File: src/rtl/mem_port_arbiter.sv
// Single-port memory arbiter between instruction fetch and data load/store.
// Optional fetch-fairness slot is enabled by defining MEM_ARB_FAIRNESS_EN.
module mem_port_arbiter #(
    parameter int unsigned AW           = 12,
    parameter int unsigned DW           = 16,
    parameter int unsigned MAX_DATA_RUN = 4
) (
    input  logic          clk_i,
    input  logic          rst_ni,
    input  logic          if_req_i,
    input  logic [AW-1:0] if_addr_i,
    output logic          if_gnt_o,
    output logic          if_stall_o,
    output logic          if_rvalid_o,
    output logic [DW-1:0] if_rdata_o,
    input  logic          d_req_i,
    input  logic          d_we_i,
    input  logic [AW-1:0] d_addr_i,
    input  logic [DW-1:0] d_wdata_i,
    output logic          d_gnt_o,
    output logic          d_rvalid_o,
    output logic [DW-1:0] d_rdata_o,
    output logic [AW-1:0] m_addr_o,
    output logic [DW-1:0] m_data_o,
    output logic          m_rw_o,
    input  logic [DW-1:0] m_q_i
);

    localparam logic [1:0] TagNone  = 2'd0;
    localparam logic [1:0] TagFetch = 2'd1;
    localparam logic [1:0] TagLoad  = 2'd2;

    logic [1:0]    tag_q, tag_d;
    logic [DW-1:0] if_rdata_q, if_rdata_d;
    logic [DW-1:0] d_rdata_q, d_rdata_d;
    logic          force_fetch;
    logic          if_gnt, d_gnt;

`ifdef MEM_ARB_FAIRNESS_EN
    localparam int unsigned RunW = 4;
    localparam logic [RunW-1:0] RunMax = RunW'(MAX_DATA_RUN);

    logic [RunW-1:0] run_cnt_q, run_cnt_d;

    assign force_fetch = if_req_i && (run_cnt_q == RunMax);

    // Counts data grants that made fetch wait; any fetch grant or idle fetch clears it.
    always_comb begin
        run_cnt_d = '0;
        if (d_gnt && if_req_i) begin
            run_cnt_d = (run_cnt_q == RunMax) ? run_cnt_q : run_cnt_q + 1'b1;
        end
    end

    always_ff @(posedge clk_i or negedge rst_ni) begin
        if (!rst_ni) begin
            run_cnt_q <= '0;
        end else begin
            run_cnt_q <= run_cnt_d;
        end
    end
`else
    assign force_fetch = 1'b0;
`endif

    assign d_gnt      = d_req_i && !force_fetch;
    assign if_gnt     = if_req_i && !d_gnt;
    assign d_gnt_o    = d_gnt;
    assign if_gnt_o   = if_gnt;
    assign if_stall_o = if_req_i && !if_gnt;

    always_comb begin
        m_addr_o = '0;
        m_data_o = '0;
        m_rw_o   = 1'b0;
        if (d_gnt) begin
            m_addr_o = d_addr_i;
            m_data_o = d_wdata_i;
            m_rw_o   = d_we_i;
        end else if (if_gnt) begin
            m_addr_o = if_addr_i;
        end
    end

    always_comb begin
        tag_d = TagNone;
        if (if_gnt) begin
            tag_d = TagFetch;
        end else if (d_gnt && !d_we_i) begin
            tag_d = TagLoad;
        end
    end

    // Read data arrives a cycle after the grant; the non-owner keeps its last value.
    assign if_rvalid_o = (tag_q == TagFetch);
    assign d_rvalid_o  = (tag_q == TagLoad);
    assign if_rdata_d  = if_rvalid_o ? m_q_i : if_rdata_q;
    assign d_rdata_d   = d_rvalid_o ? m_q_i : d_rdata_q;
    assign if_rdata_o  = if_rdata_d;
    assign d_rdata_o   = d_rdata_d;

    always_ff @(posedge clk_i or negedge rst_ni) begin
        if (!rst_ni) begin
            tag_q      <= TagNone;
            if_rdata_q <= '0;
            d_rdata_q  <= '0;
        end else begin
            tag_q      <= tag_d;
            if_rdata_q <= if_rdata_d;
            d_rdata_q  <= d_rdata_d;
        end
    end

endmodule
File: config.mk
export PLATFORM = sky130hd
export DESIGN_NAME = mem_port_arbiter
export DESIGN_NICKNAME = d
export VERILOG_FILES = /design/src/rtl/mem_port_arbiter.sv
export SDC_FILE = /design/constraint.sdc
export NUM_CORES = 1
export LEC_CHECK = 0
export CAP_MARGIN = 10
export CORE_MARGIN = 5
export CORE_UTILIZATION = 29
export CTS_CLUSTER_DIAMETER = 60
export DETAILED_ROUTE_END_ITERATION = 12
export DONT_BUFFER_PORTS = 1
export MAX_ROUTING_LAYER = met4
export SLEW_MARGIN = 20
export SYNTH_ARGS = -nofsm -noshare
export SYNTH_HDL_FRONTEND = slang
export SYNTH_SLANG_ARGS = --single-unit
export TNS_END_PERCENT = 20
File: constraint.sdc
create_clock -name clk_i -period 1.5 [get_ports clk_i]
set_input_delay 0.15 -clock clk_i [delete_from_list [all_inputs] [get_ports clk_i]]
set_output_delay 0.15 -clock clk_i [all_outputs]
set_load 0.02 [all_outputs]
==> impl_metrics.env, run 1 <==
export IMPL_seq_area_sq_um=852
export IMPL_p_clk_frac=0.253
export IMPL_synth_fa_ha_area_frac=0
export IMPL_r2r_slack_ns=0.20
export IMPL_min_delay_path_depth=1
export IMPL_cts_max_level=2
export IMPL_synth_top_family_by_area="multiplexers"
export IMPL_design_area_sq_um=2020
export IMPL_globalplace_congestion=0.743
export IMPL_min_path_type="primary input to flop"
export IMPL_io_buffers=0
export IMPL_fillers=542
export IMPL_p_leak_nw=0.956
export IMPL_synth_seq_cells=34
export IMPL_yosys_area_share_simple=0.134
export IMPL_gr_total_overflow=0
export IMPL_min_from="d_req_i"
export IMPL_via_per_inst=4.84
export IMPL_switching_power_w=0.000799
export IMPL_ant_nets=0
export IMPL_skew_ns=0.00645
export IMPL_grt_total_usage=0.112
export IMPL_ys_warn_count=0
export IMPL_rr_endpoint="d_rdata_q[7]"
export IMPL_cts_sinks=34
export IMPL_cpMaxStageDelayCell="dfrtp_2"
export IMPL_met2_usage=0.183
export IMPL_critPathTopFamily="flip-flops"
export IMPL_outcome="finished, violations left"
export IMPL_period_needed_ns=1.59
export IMPL_final_nets=211
export IMPL_drive_gt1_frac=0.396
export IMPL_start_util=0.299
export IMPL_place_area_sq_um=1790
export IMPL_multi_input_area_sq_um=776
export IMPL_synthCells=133
export IMPL_tightest_slew_ns=0.227
export IMPL_synthDistinctLibCells=16
export IMPL_startpoint_type="flop"
export IMPL_synth_xor_area_frac=0
export IMPL_tns_ns=-1.08
export IMPL_cp_arrival_ns=1.44
export IMPL_slew_violations=0
export IMPL_rsz0062_at_grt="yes"
export IMPL_fp_row_count=27
export IMPL_sw_frac_of_total=0.315
export IMPL_path_buf_inv=1
export IMPL_drtIter0Drc=21
export IMPL_max_cap_violations=0
export IMPL_cp_cell_sequence="nor2b_4 -> buf_12 -> mux2_4"
export IMPL_syn2layout_area_growth_pct=21.6
export IMPL_holdWs_ns=0.0217
export IMPL_die_h_um=85.6
export IMPL_fmax_mhz=630
export IMPL_synth_mux_area_frac=0.258
export IMPL_ir_drop_uv=473
export IMPL_syn_area_per_cell_sq_um=12.5
export IMPL_vias=1070
export IMPL_cp_max_fo=10
export IMPL_grt_max_degree=45
export IMPL_antenna_found_initial=0
export IMPL_dp_cells=211
export IMPL_r2r_start="tag_q[0]"
export IMPL_grt_pass1_wl_um=6420
export IMPL_fin_crit_sh=1.06
export IMPL_cts_buffers=5
export IMPL_maxSlewHeadroom=0.850
export IMPL_ys_seq_area_frac=0.513
export IMPL_min_to="tag_q[1]"
export IMPL_crit_path_end_kind="primary output"
export IMPL_root_buffer="clkbuf_8"
export IMPL_final_common_cell="dfrtp_1"
export IMPL_top_usage_layer="met2"
export IMPL_io_pins=127
export IMPL_clk_latency_ns=0.27
export IMPL_core_sq_um=5540
export IMPL_met1_usage=0.133
export IMPL_syn_area_sq_um=1660
export IMPL_final_setup_viol_count=16
export IMPL_use_met3=0.0423
export IMPL_cts_buffer_depth=2
export IMPL_synth_compound_area_frac=0.0385
export IMPL_hold_viol=0
export IMPL_p_int_w=0.00174
export IMPL_grt_pass1_vias=1283
export IMPL_final_cell_mix="dfrtp_1, mux2_4, nand2_1"
export IMPL_die_x_um=85.6
export IMPL_drc_errors=0
export IMPL_rr_worst_depth=3
export IMPL_cp_slowest_stage_delay_ns=0.44
export IMPL_combPwrFrac=0.308
export IMPL_tritoncts="done"
export IMPL_wl_per_cell_um=18.7
export IMPL_post_route_worst_setup_slack_ns=-0.0877
export IMPL_dp_hpwl_um=3150
export IMPL_required_ns=1.35
export IMPL_instances_no_fill=221
export IMPL_clkTransAtPathRegs_ns=0.06
export IMPL_p_seq_frac=0.440
export IMPL_diodes=0
export IMPL_powerDensity_nw_per_um2=1260
export IMPL_synth_fp_nets=194
export IMPL_drt_pass1_iterations=2
export IMPL_die_area_sq_um=7330
export IMPL_violations="negative setup slack"
export IMPL_totalWireLength_um=4140
export IMPL_criticalPathCategory="flop to primary output"
-- through the flow --
step	worst slack (ns)	utilization	total power, W
global placement	0.199	0.323	0.00182
detailed placement	0.177	0.323	0.00183
floorplan	0.248	-	0.00174
CTS	-0.123	0.356	0.00254
finish	-0.0877	0.364	0.00254
global route	-0.149	0.364	0.00267
-- logic make-up after synthesis --
group	count (synthesis)
simple gates	44
flops	34
mux	32
compound gates	12
buf+inv	11
-- layer usage --
metal	up-vias	part of all wire	routed length, um
met4	0	0.0051	21
met2	96	0.48	1970
met3	5	0.13	549
li1	467	-	-
met5	-	0	0
met1	502	0.39	1600
-- cell usage after synthesis --
master	count	area, sq um
a22o_1	1	8.76
and2_1	18	113
buf_12	2	40.0
buf_2	1	5.00
buf_4	1	7.51
buf_6	2	22.5
clkbuf_1	4	15.0
dfrtp_1	34	851
inv_1	1	3.75
mux2_2	14	158
mux2_4	18	270
nand2_1	22	82.6
nand2b_1	1	6.26
nor2b_1	2	12.5
nor2b_2	1	8.76
o21ai_0	11	55.1
-- power by group through the flow --
stage | combinational, W | clock (W) | sequential, W
finish | 0.000781 | 0.000642 | 0.00112
global route | 0.000828 | 0.000712 | 0.00113
CTS | 0.000755 | 0.000671 | 0.00111
detailed placement | 0.000704 | 0 | 0.00113
global placement | 0.000692 | 0 | 0.00112
floorplan | 0.000623 | 0 | 0.00111
-- worst reg2reg max path: stages, from the launching register on --
cell,delay (ns)
dfrtp_2,0.44
nor2b_4,0.18
buf_12,0.18
mux2_4,0.36
-- what timing repair did --
item | in CTS | in global routing
cloned | 1 | 0
endpoints found under the setup margin | 31 | 32
hold endpoints to repair | 35 | 0
hold buffers | 3 | 0
buffers inserted | 1 | 0
gates resized for setup | 3 | 19
-- final cells by class --
class | instances | share of cell area
repair buffers | 20 | 0.105
flip-flops and latches | 34 | 0.422
well taps | 72 | 0.0447
clock buffers | 6 | 0.0409
inverters | 1 | 0.00186
multi-input cells | 88 | 0.385
-- worst max path at each step --
stage	cells after the start	startpoint	to	slack, ns
after floorplan	4	tag_q[0]	d_rdata_o[10]	0.25
after global placement	3	tag_q[0]	d_rdata_q[0]	0.20
after detailed placement	3	tag_q[0]	d_rdata_q[0]	0.18
after CTS	3	tag_q[0]	if_rdata_o[15]	-0.12
after global routing	3	tag_q[0]	d_rdata_o[1]	-0.15
final	3	tag_q[0]	d_rdata_o[7]	-0.09
-- flip-flops by register name, indices dropped and copies added, names as in the netlist --
register,flops
d_rdata_q,16
if_rdata_q,16
tag_q,2
No activity file was read; power rests on OpenSTA's default activity.
==> inputs of run 2 (changes only) <==
- GPL_ROUTABILITY_DRIVEN: not set -> 0
==> results of run 2 <==
Final layout, timing and power as in run 1 (identical DEF).
==> inputs of run 3 (changes only) <==
- clock period: 1.5 -> 1.4 ns (I/O delays scaled with it)
==> run 3 against run 2 <==
The flow still finishes with violations (negative setup slack). Clock power is 35% higher. Combinational power rose by 6.9%. Wire length is 2.0% higher. First-iteration DRC count up 4.8%. Global-route usage up 0.23 points.
==> impl_metrics.env, run 3 (synthesis results as in run 1) <==
export IMPL_skew_ns=0.00543
export IMPL_ant_nets=0
export IMPL_maxSlewHeadroom=0.848
export IMPL_tns_ns=-4.09
export IMPL_largestRegisters="d_rdata_q x16, if_rdata_q x16, tag_q x2"
export IMPL_fillers=541
export IMPL_clkTransAtPathRegs_ns=0.06
export IMPL_cp_max_fo=6
export IMPL_required_ns=1.26
export IMPL_final_core_util=0.367
export IMPL_min_path_type="primary input to flop"
export IMPL_cp_cell_sequence="nor2b_2 -> buf_6 -> buf_12 -> mux2_4"
export IMPL_met2_usage=0.193
export IMPL_die_area_sq_um=7330
export IMPL_core_sq_um=5540
export IMPL_root_buffer="clkbuf_8"
export IMPL_final_cell_mix="dfrtp_1, mux2_4, nand2_1"
export IMPL_rsz0062_at_grt="yes"
export IMPL_diodes=0
export IMPL_gr_total_overflow=0
export IMPL_dp_hpwl_um=3350
export IMPL_fp_row_count=27
export IMPL_drc_errors=0
export IMPL_top_usage_layer="met2"
export IMPL_final_common_cell="dfrtp_1"
export IMPL_totalWireLength_um=4220
export IMPL_cp_slowest_stage_delay_ns=0.39
export IMPL_met1_usage=0.127
export IMPL_max_cap_violations=0
export IMPL_grt_pass1_wl_um=6470
export IMPL_use_met3=0.0432
export IMPL_cts_max_level=2
export IMPL_clk_latency_ns=0.28
export IMPL_syn2layout_area_growth_pct=22.6
export IMPL_wl_per_cell_um=18.7
export IMPL_period_needed_ns=1.57
export IMPL_die_x_um=85.6
export IMPL_startpoint_type="flop"
export IMPL_tightest_slew_ns=0.229
export IMPL_slew_violations=0
export IMPL_violations="negative setup slack"
export IMPL_cts_sinks=34
export IMPL_pre_cts_slack_ns=0.119
export IMPL_die_h_um=85.6
export IMPL_antenna_found_initial=0
export IMPL_drt_pass1_iterations=2
export IMPL_drtIter0Drc=22
export IMPL_final_nets=214
export IMPL_grt_total_usage=0.114
export IMPL_criticalPathCategory="flop to primary output"
export IMPL_grt_pass1_vias=1294
export IMPL_cp_arrival_ns=1.43
export IMPL_ir_drop_uv=596
export IMPL_powerDensity_nw_per_um2=1430
export IMPL_vias=1068
export IMPL_post_cts_buffers=0
export IMPL_design_area_sq_um=2030
export IMPL_cts_buffers=5
export IMPL_fin_crit_sh=1.12
export IMPL_p_leak_nw=0.961
export IMPL_dp_cells=214
export IMPL_hold_viol=0
export IMPL_grt_max_degree=45
export IMPL_cts_buffer_depth=2
export IMPL_outcome="finished, violations left"
export IMPL_post_route_worst_setup_slack_ns=-0.168
export IMPL_final_setup_viol_count=32
export IMPL_critPathTopFamily="flip-flops"
export IMPL_place_area_sq_um=1810
export IMPL_tritoncts="done"
export IMPL_drive_gt1_frac=0.396
export IMPL_io_pins=127
export IMPL_instances_no_fill=226
export IMPL_start_util=0.299
export IMPL_crit_path_end_kind="primary output"
export IMPL_via_per_inst=4.73
export IMPL_io_buffers=0
export IMPL_cpMaxStageDelayCell="dfrtp_1"
export IMPL_path_buf_inv=2
export IMPL_r2r_slack_ns=0.12
export IMPL_fmax_mhz=638
==> run 3: cell types whose count changed in the layout (fill, tap and decap cells not counted), sizes merged <==
cell and change:
clkinvlp +1, bufinv +1, clkbuf +1, buf +2
==> run 3: cell type report <==
| type | count | area (sq um) | area share |
|---|---|---|---|
| inverter | 1 | 3.75 | 0.00185 |
| clock inverter | 2 | 37.5 | 0.0185 |
| clock buffer | 6 | 72.6 | 0.0357 |
| multi-input combinational | 88 | 756 | 0.371 |
| tap | 72 | 90.1 | 0.0443 |
| timing repair buffer | 23 | 224 | 0.110 |
| sequential | 34 | 851 | 0.418 |
==> run 3: final timing paths <==
kind                       depth (start not counted)           from            end
max in group asynchronous                          2         rst_ni       tag_q[1]
min reg2reg                                        1  if_rdata_q[7]  if_rdata_q[7]
min                                                1        d_req_i       tag_q[1]
min in group asynchronous                          2         rst_ni  if_rdata_q[8]
max                                                4       tag_q[0]  d_rdata_o[10]
max reg2reg                                        4       tag_q[0]  d_rdata_q[10]
==> run 3: timing repair <==
| item | in CTS | in global routing |
|---|---|---|
| hold endpoints to repair | 35 | 0 |
| endpoints found under the setup margin | 33 | 33 |
| cloned | 0 | 1 |
| gates resized for setup | 11 | 1 |
| hold buffers | 3 | 0 |
==> run 3: per-stage QoR <==
stage / hold slack (ns) / total power [W]
2_1_floorplan: -0.156 / 0.00186
3_3_place_gp: -0.155 / 0.00196
3_5_place_dp: -0.155 / 0.00199
4_1_cts: 0.0204 / 0.00294
5_1_grt: 0.0136 / 0.00305
6_report: 0.0297 / 0.00290
==> run 3: metal layers <==
metal	wire length [um]	share of wire	vias up
met5	0	0	-
met4	35	0.0083	0
met3	557	0.13	5
met2	2080	0.49	96
met1	1550	0.37	494
li1	-	-	473
==> run 3: report_power, final <==
group / total (W) / internal (W) / switching [W] / leakage (nW)
combinational: 0.000835 / 0.000330 / 0.000505 / 0.509
sequential: 0.00120 / 0.00115 / 0.0000513 / 0.400
clock: 0.000865 / 0.000531 / 0.000334 / 0.0514
total: 0.00290 / 0.00201 / 0.000891 / 0.961
